`src/rtl/cycle_writer.sv`:
```
// Write side of the circular frame-RAM window: accepts a valid/ready symbol stream,
// tracks occupancy against the reader's consume strobe and releases the reader once primed.
module cycle_writer #(
  parameter int ADDRWIDTH = 11,
  parameter int DATAWIDTH = 8,
  parameter int LDATA     = 18*55+1,
  parameter int HDATA     = 18*66,
  parameter int PRIME     = 18
) (
  input  logic                 iClk,
  input  logic                 iClrn,
  input  logic                 iValid,
  input  logic [DATAWIDTH-1:0] iData,
  output logic                 oReady,
  input  logic                 iRdEn,
  output logic                 oWrEn,
  output logic [ADDRWIDTH-1:0] oWrAddr,
  output logic [DATAWIDTH-1:0] oWrData,
  output logic                 oRdGo,
  output logic [ADDRWIDTH-1:0] oLevel,
  output logic                 oFull,
  output logic                 oUnderflow,
  output logic [1:0]           oDbgState
);

  localparam logic [ADDRWIDTH-1:0] LO      = ADDRWIDTH'(LDATA);
  localparam logic [ADDRWIDTH-1:0] HI      = ADDRWIDTH'(HDATA);
  localparam logic [ADDRWIDTH-1:0] DEPTH   = ADDRWIDTH'(HDATA - LDATA + 1);
  localparam logic [ADDRWIDTH-1:0] PRIME_L = ADDRWIDTH'(PRIME);

  typedef enum logic [1:0] {S_INIT = 2'd0, S_FILL = 2'd1, S_RUN = 2'd2} state_t;

  // Handshake: a symbol moves when iValid and oReady are both high at a rising edge;
  // oReady is registered and already accounts for the level after that edge.

  state_t                 state_q, state_d;
  logic                   init_q, init_d;
  logic [ADDRWIDTH-1:0]   ptr_q, ptr_d;
  logic [ADDRWIDTH-1:0]   level_q, level_d;
  logic                   ready_q, ready_d;
  logic                   wr_en_q, wr_en_d;
  logic [ADDRWIDTH-1:0]   wr_addr_q, wr_addr_d;
  logic [DATAWIDTH-1:0]   wr_data_q, wr_data_d;
  logic                   rd_go_q, rd_go_d;
  logic                   full_q, full_d;
  logic                   under_q, under_d;

  logic                   xfer;
  logic                   rd_ok;
  logic                   ptr_ok;
  logic [ADDRWIDTH-1:0]   ptr_eff;

  always_comb begin
    xfer    = iValid & ready_q;
    rd_ok   = iRdEn & (level_q != '0);
    ptr_ok  = (ptr_q >= LO) && (ptr_q <= HI);
    ptr_eff = ptr_ok ? ptr_q : LO;

    level_d = level_q;
    if (xfer && !rd_ok)      level_d = level_q + ADDRWIDTH'(1);
    else if (!xfer && rd_ok) level_d = level_q - ADDRWIDTH'(1);

    // A stray pointer snaps back to the window base before it is ever used.
    ptr_d     = ptr_eff;
    wr_en_d   = 1'b0;
    wr_addr_d = wr_addr_q;
    wr_data_d = wr_data_q;
    if (xfer) begin
      wr_en_d   = 1'b1;
      wr_addr_d = ptr_eff;
      wr_data_d = iData;
      ptr_d     = (ptr_eff == HI) ? LO : ptr_eff + ADDRWIDTH'(1);
    end

    state_d = state_q;
    init_d  = init_q;
    case (state_q)
      S_INIT: begin
        if (init_q) state_d = S_FILL;
        else        init_d  = 1'b1;
      end
      S_FILL:  if (level_d >= PRIME_L) state_d = S_RUN;
      S_RUN:   state_d = S_RUN;
      default: state_d = S_INIT;
    endcase

    ready_d = (state_q == S_INIT) ? init_q : (level_d < DEPTH);
    full_d  = (level_d == DEPTH);
    rd_go_d = (state_d == S_RUN) && (level_d != '0);
    under_d = under_q | (iRdEn & (level_q == '0));
  end

  always_ff @(posedge iClk or negedge iClrn) begin
    if (!iClrn) begin
      state_q   <= S_INIT;
      init_q    <= 1'b0;
      ptr_q     <= LO;
      level_q   <= '0;
      ready_q   <= 1'b0;
      wr_en_q   <= 1'b0;
      wr_addr_q <= LO;
      wr_data_q <= '0;
      rd_go_q   <= 1'b0;
      full_q    <= 1'b0;
      under_q   <= 1'b0;
    end else begin
      state_q   <= state_d;
      init_q    <= init_d;
      ptr_q     <= ptr_d;
      level_q   <= level_d;
      ready_q   <= ready_d;
      wr_en_q   <= wr_en_d;
      wr_addr_q <= wr_addr_d;
      wr_data_q <= wr_data_d;
      rd_go_q   <= rd_go_d;
      full_q    <= full_d;
      under_q   <= under_d;
    end
  end

  assign oReady     = ready_q;
  assign oWrEn      = wr_en_q;
  assign oWrAddr    = wr_addr_q;
  assign oWrData    = wr_data_q;
  assign oRdGo      = rd_go_q;
  assign oLevel     = level_q;
  assign oFull      = full_q;
  assign oUnderflow = under_q;
  assign oDbgState  = state_q;

endmodule

```
`config.mk`:
```
export PLATFORM = sky130hd
export DESIGN_NAME = cycle_writer
export DESIGN_NICKNAME = d
export VERILOG_FILES = /design/src/rtl/cycle_writer.sv
export SDC_FILE = /design/constraint.sdc
export NUM_CORES = 1
export LEC_CHECK = 0
export CORE_MARGIN = 10
export CORE_UTILIZATION = 40
export DETAILED_ROUTE_END_ITERATION = 8
export PLACE_DENSITY = 0.61
export SLEW_MARGIN = 10
export SYNTH_ARGS = -nofsm -noshare
export SYNTH_HDL_FRONTEND = slang
export SYNTH_SLANG_ARGS = --single-unit
```
`constraint.sdc`:
```
create_clock -name iClk -period 5.4 [get_ports iClk]
set_input_delay 1.35 -clock iClk [delete_from_list [all_inputs] [get_ports iClk]]
set_output_delay 1.35 -clock iClk [all_outputs]
set_load 0.01 [all_outputs]
```
* Yosys cells after proc, flatten, opt, wreduce, memory -nomap -nowiden
Cells that the tools add are included.
** Storage, ports and cells
- Input bits :: 12
- Bits in registers :: 49
- Logic and storage cells :: 47
- Output and inout bits :: 37
** Cells by class
- Muxes and demuxes :: 10
- Eq/ne operators :: 5
- Add/subtract/negate cells :: 3
- Reduce and logical (&&, ||, !) cells :: 10
- Bitwise operators :: 4
- $lt $le $gt $ge :: 4
** Operators with widths (count)
- 11-bit two-way mux :: 5
- 11-bit by 1-bit adder with 11-bit output (second input constant) :: 2
- 11-bit nonzero test :: 2
- 11-bit == test (second input constant) :: 1
- 11-bit by 8-bit == test with 1-bit output (second input constant) :: 1
- 11-bit by 10-bit >= comparator with 1-bit output (second input constant) :: 1
- 11-bit by 5-bit >= comparator with 1-bit output (second input constant) :: 1
- 11-bit less-or-equal comparator (second input constant) :: 1
- 11-bit logical NOT :: 1
- 11-bit by 8-bit < comparator with 1-bit output (second input constant) :: 1
- 11-bit by 1-bit subtractor with 11-bit output (second input constant) :: 1
- 2-bit case mux with 3 select lines :: 1
- 2-bit == test (second input constant) :: 2
- 1-bit logical AND :: 4
- 2-bit two-way mux :: 2
- 1-bit bitwise AND :: 3
- 2-bit by 1-bit == test with 1-bit output (second input constant) :: 1
- 1-bit logical NOT :: 2
- 2-bit logical NOT :: 1
- 1-bit two-way mux :: 2
- 1-bit bitwise OR :: 1

* Depth between registers and ports, before layout
Gate-level depths: netlist (run 1).
- Depth in word-level cells :: 10
- Depth in mapped cells :: 12
- Gate-level depth less buffers :: 11

* Worst setup path before layout (run 1)
Ideal clock, no wire load.
- Kind :: input to register
- Start point :: input port iRdEn
- End point :: register state_q[1], in the netlist oDbgState[1]
- Path buffers :: 1
- Path slack :: 2.368 ns
- Arrival time :: 2.908 ns
- Required time :: 5.275 ns
- Stages :: 7
- Setup time :: 0.125 ns
- Path through :: clkbuf_1 -> and3_1 -> a41oi_1 -> xnor2_1 -> nor4_4 -> a31oi_1 -> mux2_2
** Between the ends
- Cells in the longest elaborated chain, start to end :: 7
- Elaborated cells on any way between the ends :: 9
- Classes of those cells :: 1 x order compare; 4 x mux; 1 x bitwise; 3 x reduce/logical
** Ends and longest elaborated chain
- start, declared :: line 15 : input logic iRdEn,
- 1-bit bitwise AND * :: line 55 : rd_ok = iRdEn & (level_q != '0);
- 1-bit logical AND or 1-bit logical NOT (tied branches) :: line 61, 60
- 11-bit two-way mux or 1-bit logical AND (tied branches) :: line 61, 60
- 11-bit two-way mux * :: line 60 : if (xfer && !rd_ok) level_d = level_q + ADDRWIDTH'(1);
- named net level_d[10] :: line 39 : logic [ADDRWIDTH-1:0] level_q, level_d;
- 11-bit by 5-bit >= comparator with 1-bit output * :: line 82 : S_FILL: if (level_d >= PRIME_L) state_d = S_RUN;
- 2-bit two-way mux * :: line 82
- 2-bit case mux with 3 select lines * :: line 77 : case (state_q)
- named net state_d[1] :: line 36 : state_t state_q, state_d;
- end signal, assigned :: line 107 : state_q <= state_d;
- end, declared :: line 36
Mark *: on every way through the listed nets, which the timed path passes. The rest lies on a longest branch.
A chain may end at the register's enable or synchronous reset.

* Worst setup path in the final report (run 1)
Same ends and word-level chain as after synthesis.

==> results of run 1 <==
## power groups by stage
stage               Sequential, W  Clock (W)  Combinational (W)
floorplan                0.000718          0           0.000475
global placement         0.000705          0           0.000864
detailed placement       0.000708          0           0.000873
CTS                      0.000703   0.000237           0.000876
global route             0.000733   0.000253           0.000956
finish                   0.000702   0.000230           0.000868
## layer usage
layer | share of wire [%] | vias up | track usage (%) | wire, µm
met5 | 0 | - | 0 | 0
met4 | 1.4 | 0 | 3.969 | 84
met3 | 6.4 | 8 | 3.701 | 376
met2 | 43 | 53 | 17.60 | 2559
met1 | 49 | 933 | 16.53 | 2878
li1 | - | 995 | - | -
## through the flow
step                      instances  area (µm²)  worst slack, ns
after floorplan                 258        2472            2.368
after global placement          374        3017            1.781
after detailed placement        374        3017            1.743
after CTS                       382        3110            2.044
after global routing            382        3110            1.800
final                           382        3110            1.994
## cell type report
| type | instances | area (µm²) | area share, % |
|---|---|---|---|
| Tap cell | 75 | 93.84 | 3.017 |
| Clock buffer | 7 | 86.33 | 2.776 |
| Timing Repair Buffer | 51 | 498.0 | 16.01 |
| Multi-Input combinational cell | 190 | 1142 | 36.73 |
| Inverter | 9 | 33.78 | 1.086 |
| Sequential cell | 49 | 1249 | 40.14 |
| Clock inverter | 1 | 7.507 | 0.2414 |
## cell usage in the layout (no fill, tap or decap), types with 4 or more instances in the layout
cell type        instances
o21ai_0                 16
nand2_1                 45
nor3_1                  10
a31oi_1                  5
nand3_1                 11
inv_1                    9
nor2_1                  27
a21o_1                   4
xnor2_1                 13
dfrtp_1                 31
clkbuf_8                 6
a21oi_1                  5
clkdlybuf4s50_1         47
dfstp_2                 18
ha_1                     5
nand4_1                  7
and3_1                   5
## logic make-up after synthesis
family                     synth area share [%]
adders and majority gates                 2.530
DFF                                       50.51
AOI/OAI and AO/OA                         12.80
and+or+nand+nor                           23.53
buffers and inverters                     3.290
muxes                                     1.670
xor gates and xnor gates                  5.668
## registers in the layout, summed over array words and instances, names as in the netlist
name and cells:
oWrEn 1, ptr_q 11, oLevel 11, oReady 1
oWrAddr 11, oFull 1, oDbgState 2, oWrData 8
oUnderflow 1, init_q 1, oRdGo 1
## critical path, delay by kind of cell
family | cells | cell delay (ns)
simple gates | 3 | 0.92
buf+inv | 1 | 0.59
mux | 1 | 0.27
compound gates | 2 | 0.23
xor+xnor | 1 | 0.23
## worst paths after layout
check | cells after the start | endpoint | from
max in group asynchronous | 2 | ptr_q[5]$_DFF_PN0_ | iClrn
worst max-delay path | 8 | oDbgState[1]$_DFF_PN0_ | iRdEn
worst min-delay path | 2 | oWrAddr[4]$_DFFE_PN1N_ | oWrAddr[4]$_DFFE_PN1N_
worst min register to register | 2 | oWrAddr[4]$_DFFE_PN1N_ | oWrAddr[4]$_DFFE_PN1N_
worst max register to register | 9 | oDbgState[1]$_DFF_PN0_ | oLevel[0]$_DFF_PN0_
min in group asynchronous | 2 | init_q$_DFFE_PN0P_ | iClrn
==> impl_metrics.json, run 1 <==
{
  "io_pins": 49,
  "status": "completed",
  "crit_required_ns": 5.59,
  "drv_slew": 0,
  "cpPeakStageDelay_ns": 0.59,
  "swShare_pct": 40.09,
  "switchingPower_w": 0.0007213,
  "antenna_found_initial": 0,
  "drive_gt1_share_pct": 13.03,
  "synth_common_cells": "nand2_1 (45), dfrtp_1 (31), nor2_1 (27), dfstp_2 (18), o21ai_0 (16)",
  "max_clock_freq_mhz": 293.6,
  "synth_area_mm2": 0.002472,
  "worst_pin_slew_ns": 0.7079,
  "cp-start-kind": "primary input",
  "finalPower_w": 0.001799,
  "dieArea_mm2": 0.009726,
  "gp_congestion": 0.8161,
  "min_period_over_period_pct": 63.07,
  "worstPathCellList": "clkdlybuf4s50_1 -> nand4b_1 -> nor4_1 -> a41oi_1 -> xnor2_1 -> nor4_4 -> a31oi_1 -> mux2_2",
  "num_antenna_cells": 0,
  "p_per_area_mw_per_mm2": 578.4,
  "syn_nets": 275,
  "p_leak_nw": 1.315,
  "grt_max_degree": 50,
  "ys_seq_elements": 49,
  "clk_pin_slew_ns": 0.09,
  "syn_area_per_cell_um2": 9.583,
  "ys.flop_type": "dfrtp_1",
  "die_y_um": 98.62,
  "die_x_um": 98.62,
  "fillers": 565,
  "finalClockSkew_ns": 0.009662,
  "yosysTopAreaCell": "dfrtp_1",
  "ys_seq_area_share_pct": 50.51,
  "final.min_clock_period_ns": 3.406,
  "synth_cell_types": 47,
  "yosys_warnings": 0,
  "grt_pass1_vias": 1954,
  "maxCapViolCount": 0,
  "synth_edf_count": 0,
  "dp_hpwl_um": 4176,
  "slew_headroom_pct": 52.75,
  "cts_tree": "built",
  "rsz0062_at_grt": "false",
  "final_nets": 323,
  "hold_viol_final": 0,
  "synthCells": 258,
  "cts-root-buf": "clkbuf_8",
  "p_clk_share_pct": 12.8,
  "grt_pass1_wl_um": 9873,
  "cts_sinks": 49,
  "htreeDepth": 2,
  "drc": 0,
  "setup_tns_ns": 0,
  "cts_inserted_buffers": 5,
  "ant_nets": 0,
  "vias_per_cell": 5.207,
  "grt_overflow_total": 0,
  "routed_wl_um": 5899,
  "routedWlPerCell_um": 15.44,
  "core_mm2": 0.005956,
  "hold_buffers": 0,
  "cp_max_fo": 10,
  "cts.path.max_buffers": 2,
  "crit_slowest_cell": "clkdlybuf4s50_1",
  "r2r_slack_ns": 2.44,
  "combPwrFrac_pct": 48.2,
  "insertion_delay_ns": 0.30,
  "initial_core_util_pct": 41.51,
  "vias": 1989,
  "critPathKind": "in -> reg",
  "async_flop_share_pct": 100.0,
  "synth.most_common_cell": "nand2_1",
  "fin_hold_ws_ns": 0.4563,
  "cts_setup_buffers": 0,
  "cp.arrival_ns": 3.60,
  "dr.first_iter.drc_count": 127,
  "post-route-util_pct": 52.23,
  "gr-usage-all-layers_pct": 12.06,
  "cp-end-kind": "flip-flop",
  "cts_resized": 0,
  "port_buffers": 48,
  "p_int_w": 0.001078,
  "drtPass1Iterations": 4,
  "synthTopCellsByArea": "dfrtp_1 (31%), dfstp_2 (19%), nand2_1 (6.8%), xnor2_1 (4.6%), nor2_1 (4.1%)",
  "area_growth_pct": 25.81,
  "hp-class": "reg -> reg",
  "num_rows": 28,
  "setup_viol": 0,
  "synth_top_cell_area_share_pct": 31.38,
  "sequentialPowerShare_pct": 39.0,
  "vdd_drop_max_mv": 0.2048
}
Power figures use the tool's default switching activity.
==> run 2: changes to the inputs <==
==> constraint.sdc (replaced) <==
create_clock -name iClk -period 3.4 [get_ports iClk]
set_input_delay 0.85 -clock iClk [delete_from_list [all_inputs] [get_ports iClk]]
set_output_delay 0.85 -clock iClk [all_outputs]
set_load 0.01 [all_outputs]
==> impl_metrics.json, run 2 (synthesis results as in run 1) <==
{
  "vias": 2015,
  "cts_tree": "built",
  "io_pins": 49,
  "dieArea_mm2": 0.009726,
  "clk_pin_slew_ns": 0.09,
  "final_nets": 329,
  "insertion_delay_ns": 0.30,
  "reg2reg_to": "ptr_q[8]$_DFF_PN1_",
  "gr-usage-all-layers_pct": 12.04,
  "r2r_start": "ptr_q[2]$_DFF_PN1_",
  "antenna_found_initial": 0,
  "crit_required_ns": 3.64,
  "cp-start-kind": "flip-flop",
  "vias_per_cell": 5.193,
  "critPathKind": "reg -> reg",
  "dr.first_iter.drc_count": 167,
  "slew_headroom_pct": 36.06,
  "grt_overflow_total": 0,
  "cp-startpoint": "ptr_q[2]$_DFF_PN1_",
  "drc": 0,
  "vdd_drop_max_mv": 0.3589,
  "cts_setup_buffers": 0,
  "rsz0062_at_grt": "false",
  "cts-root-buf": "clkbuf_8",
  "cts_inserted_buffers": 5,
  "grt_max_degree": 27,
  "min_period_over_period_pct": 87.93,
  "reg2reg_depth": 11,
  "cp_max_fo": 13,
  "initial_core_util_pct": 41.51,
  "hold_path_end": "oWrAddr[4]$_DFFE_PN1N_",
  "drv_slew": 0,
  "holdPathStages": 2,
  "setup_viol": 0,
  "cp.arrival_ns": 3.23,
  "layout_common_cells": "clkdlybuf4s50_1 (47), nand2_1 (45), dfrtp_1 (31)",
  "final.min_clock_period_ns": 2.990,
  "min-delay-start": "oWrAddr[4]$_DFFE_PN1N_",
  "worst_pin_slew_ns": 0.9546,
  "maxCapViolCount": 0,
  "dp_hpwl_um": 4363,
  "grt_pass1_wl_um": 9922,
  "r2r_slack_ns": 0.41,
  "core_mm2": 0.005956,
  "cts.path.max_buffers": 2,
  "gp_congestion": 0.9104,
  "max_clock_freq_mhz": 334.5,
  "die_y_um": 98.62,
  "p_per_area_mw_per_mm2": 909.6,
  "post-route-util_pct": 52.92,
  "cp-end-kind": "flip-flop",
  "num_antenna_cells": 0,
  "fin_hold_ws_ns": 0.4604,
  "setup_tns_ns": 0,
  "finalPower_w": 0.002867,
  "htreeDepth": 2,
  "hold_buffers": 0,
  "ant_nets": 0,
  "finalClockSkew_ns": 0.003230,
  "routedWlPerCell_um": 14.95,
  "hp-class": "reg -> reg",
  "cts_sinks": 49,
  "drive_gt1_share_pct": 15.02,
  "grt_pass1_vias": 1990,
  "status": "completed",
  "p_leak_nw": 1.345,
  "hold_viol_final": 0,
  "cts_resized": 0,
  "layout.cells.most_common": "clkdlybuf4s50_1",
  "routed_wl_um": 5799,
  "drtPass1Iterations": 4,
  "die_x_um": 98.62,
  "num_rows": 28,
  "port_buffers": 48,
  "area_growth_pct": 27.48
}
-- run 2: cell count changes in the layout (fill, tap and decap cells not counted), sizes merged --
| cell | delta |
|---|---|
| buf | +6 |
| clkinv | +1 |
| inv | +1 |
| clkbuf | -2 |
-- run 2: power by group --
part / leakage, nW / switching (W) / internal (W)
logic: 0.729 / 0.000717 / 0.000703
registers: 0.571 / 0.000231 / 0.000865
clock network: 0.0445 / 0.000204 / 0.000146
total: 1.35 / 0.00115 / 0.00171
-- run 2: routing by layer --
| metal | global-route usage, % | routed length [µm] |
|---|---|---|
| met4 | 3.969 | 82 |
| met5 | 0 | 0 |
| met3 | 3.422 | 454 |
| met1 | 16.26 | 2696 |
| met2 | 18.05 | 2565 |
-- run 2: per-stage QoR --
step | cells | setup WS, ns | cell area, µm²
after floorplan | 258 | 0.6844 | 2472
after global placement | 380 | 0.2817 | 3062
after detailed placement | 380 | 0.2449 | 3062
after CTS | 388 | 0.4067 | 3152
after global routing | 388 | 0.05026 | 3152
final | 388 | 0.4103 | 3152
-- run 2: cell type report --
cell class	count	area [µm²]
well taps	75	93.84
fillers	568	2804
flip-flops and latches	49	1249
multi-input cells	190	1142
clock buffers	5	68.82
clock inverters	3	21.27
repair buffers	57	543.0
inverters	9	33.78
-- run 2: critical path: stages, from the launching register on --
cell and delay, ns:
dfstp_2 0.58, o21ai_0 0.09, a21oi_1 0.14, o21ai_0 0.11, a31oi_1 0.79, nor2_1 0.22, inv_1 0.11, ha_1 0.18
nand2_1 0.09, nor2_1 0.21, nand3_1 0.20, a21o_1 0.22
-- run 2: worst max-delay path by stage --
| stage | slack (ns) | to |
|---|---|---|
| finish | 0.41 | ptr_q[8]$_DFF_PN1_ |
| global route | 0.05 | ptr_q[6]$_DFF_PN1_ |
| CTS | 0.41 | ptr_q[8]$_DFF_PN1_ |
| detailed placement | 0.24 | oDbgState[1]$_DFF_PN0_ |
| global placement | 0.28 | oDbgState[1]$_DFF_PN0_ |
| floorplan | 0.68 | oDbgState[1]$_DFF_PN0_ |
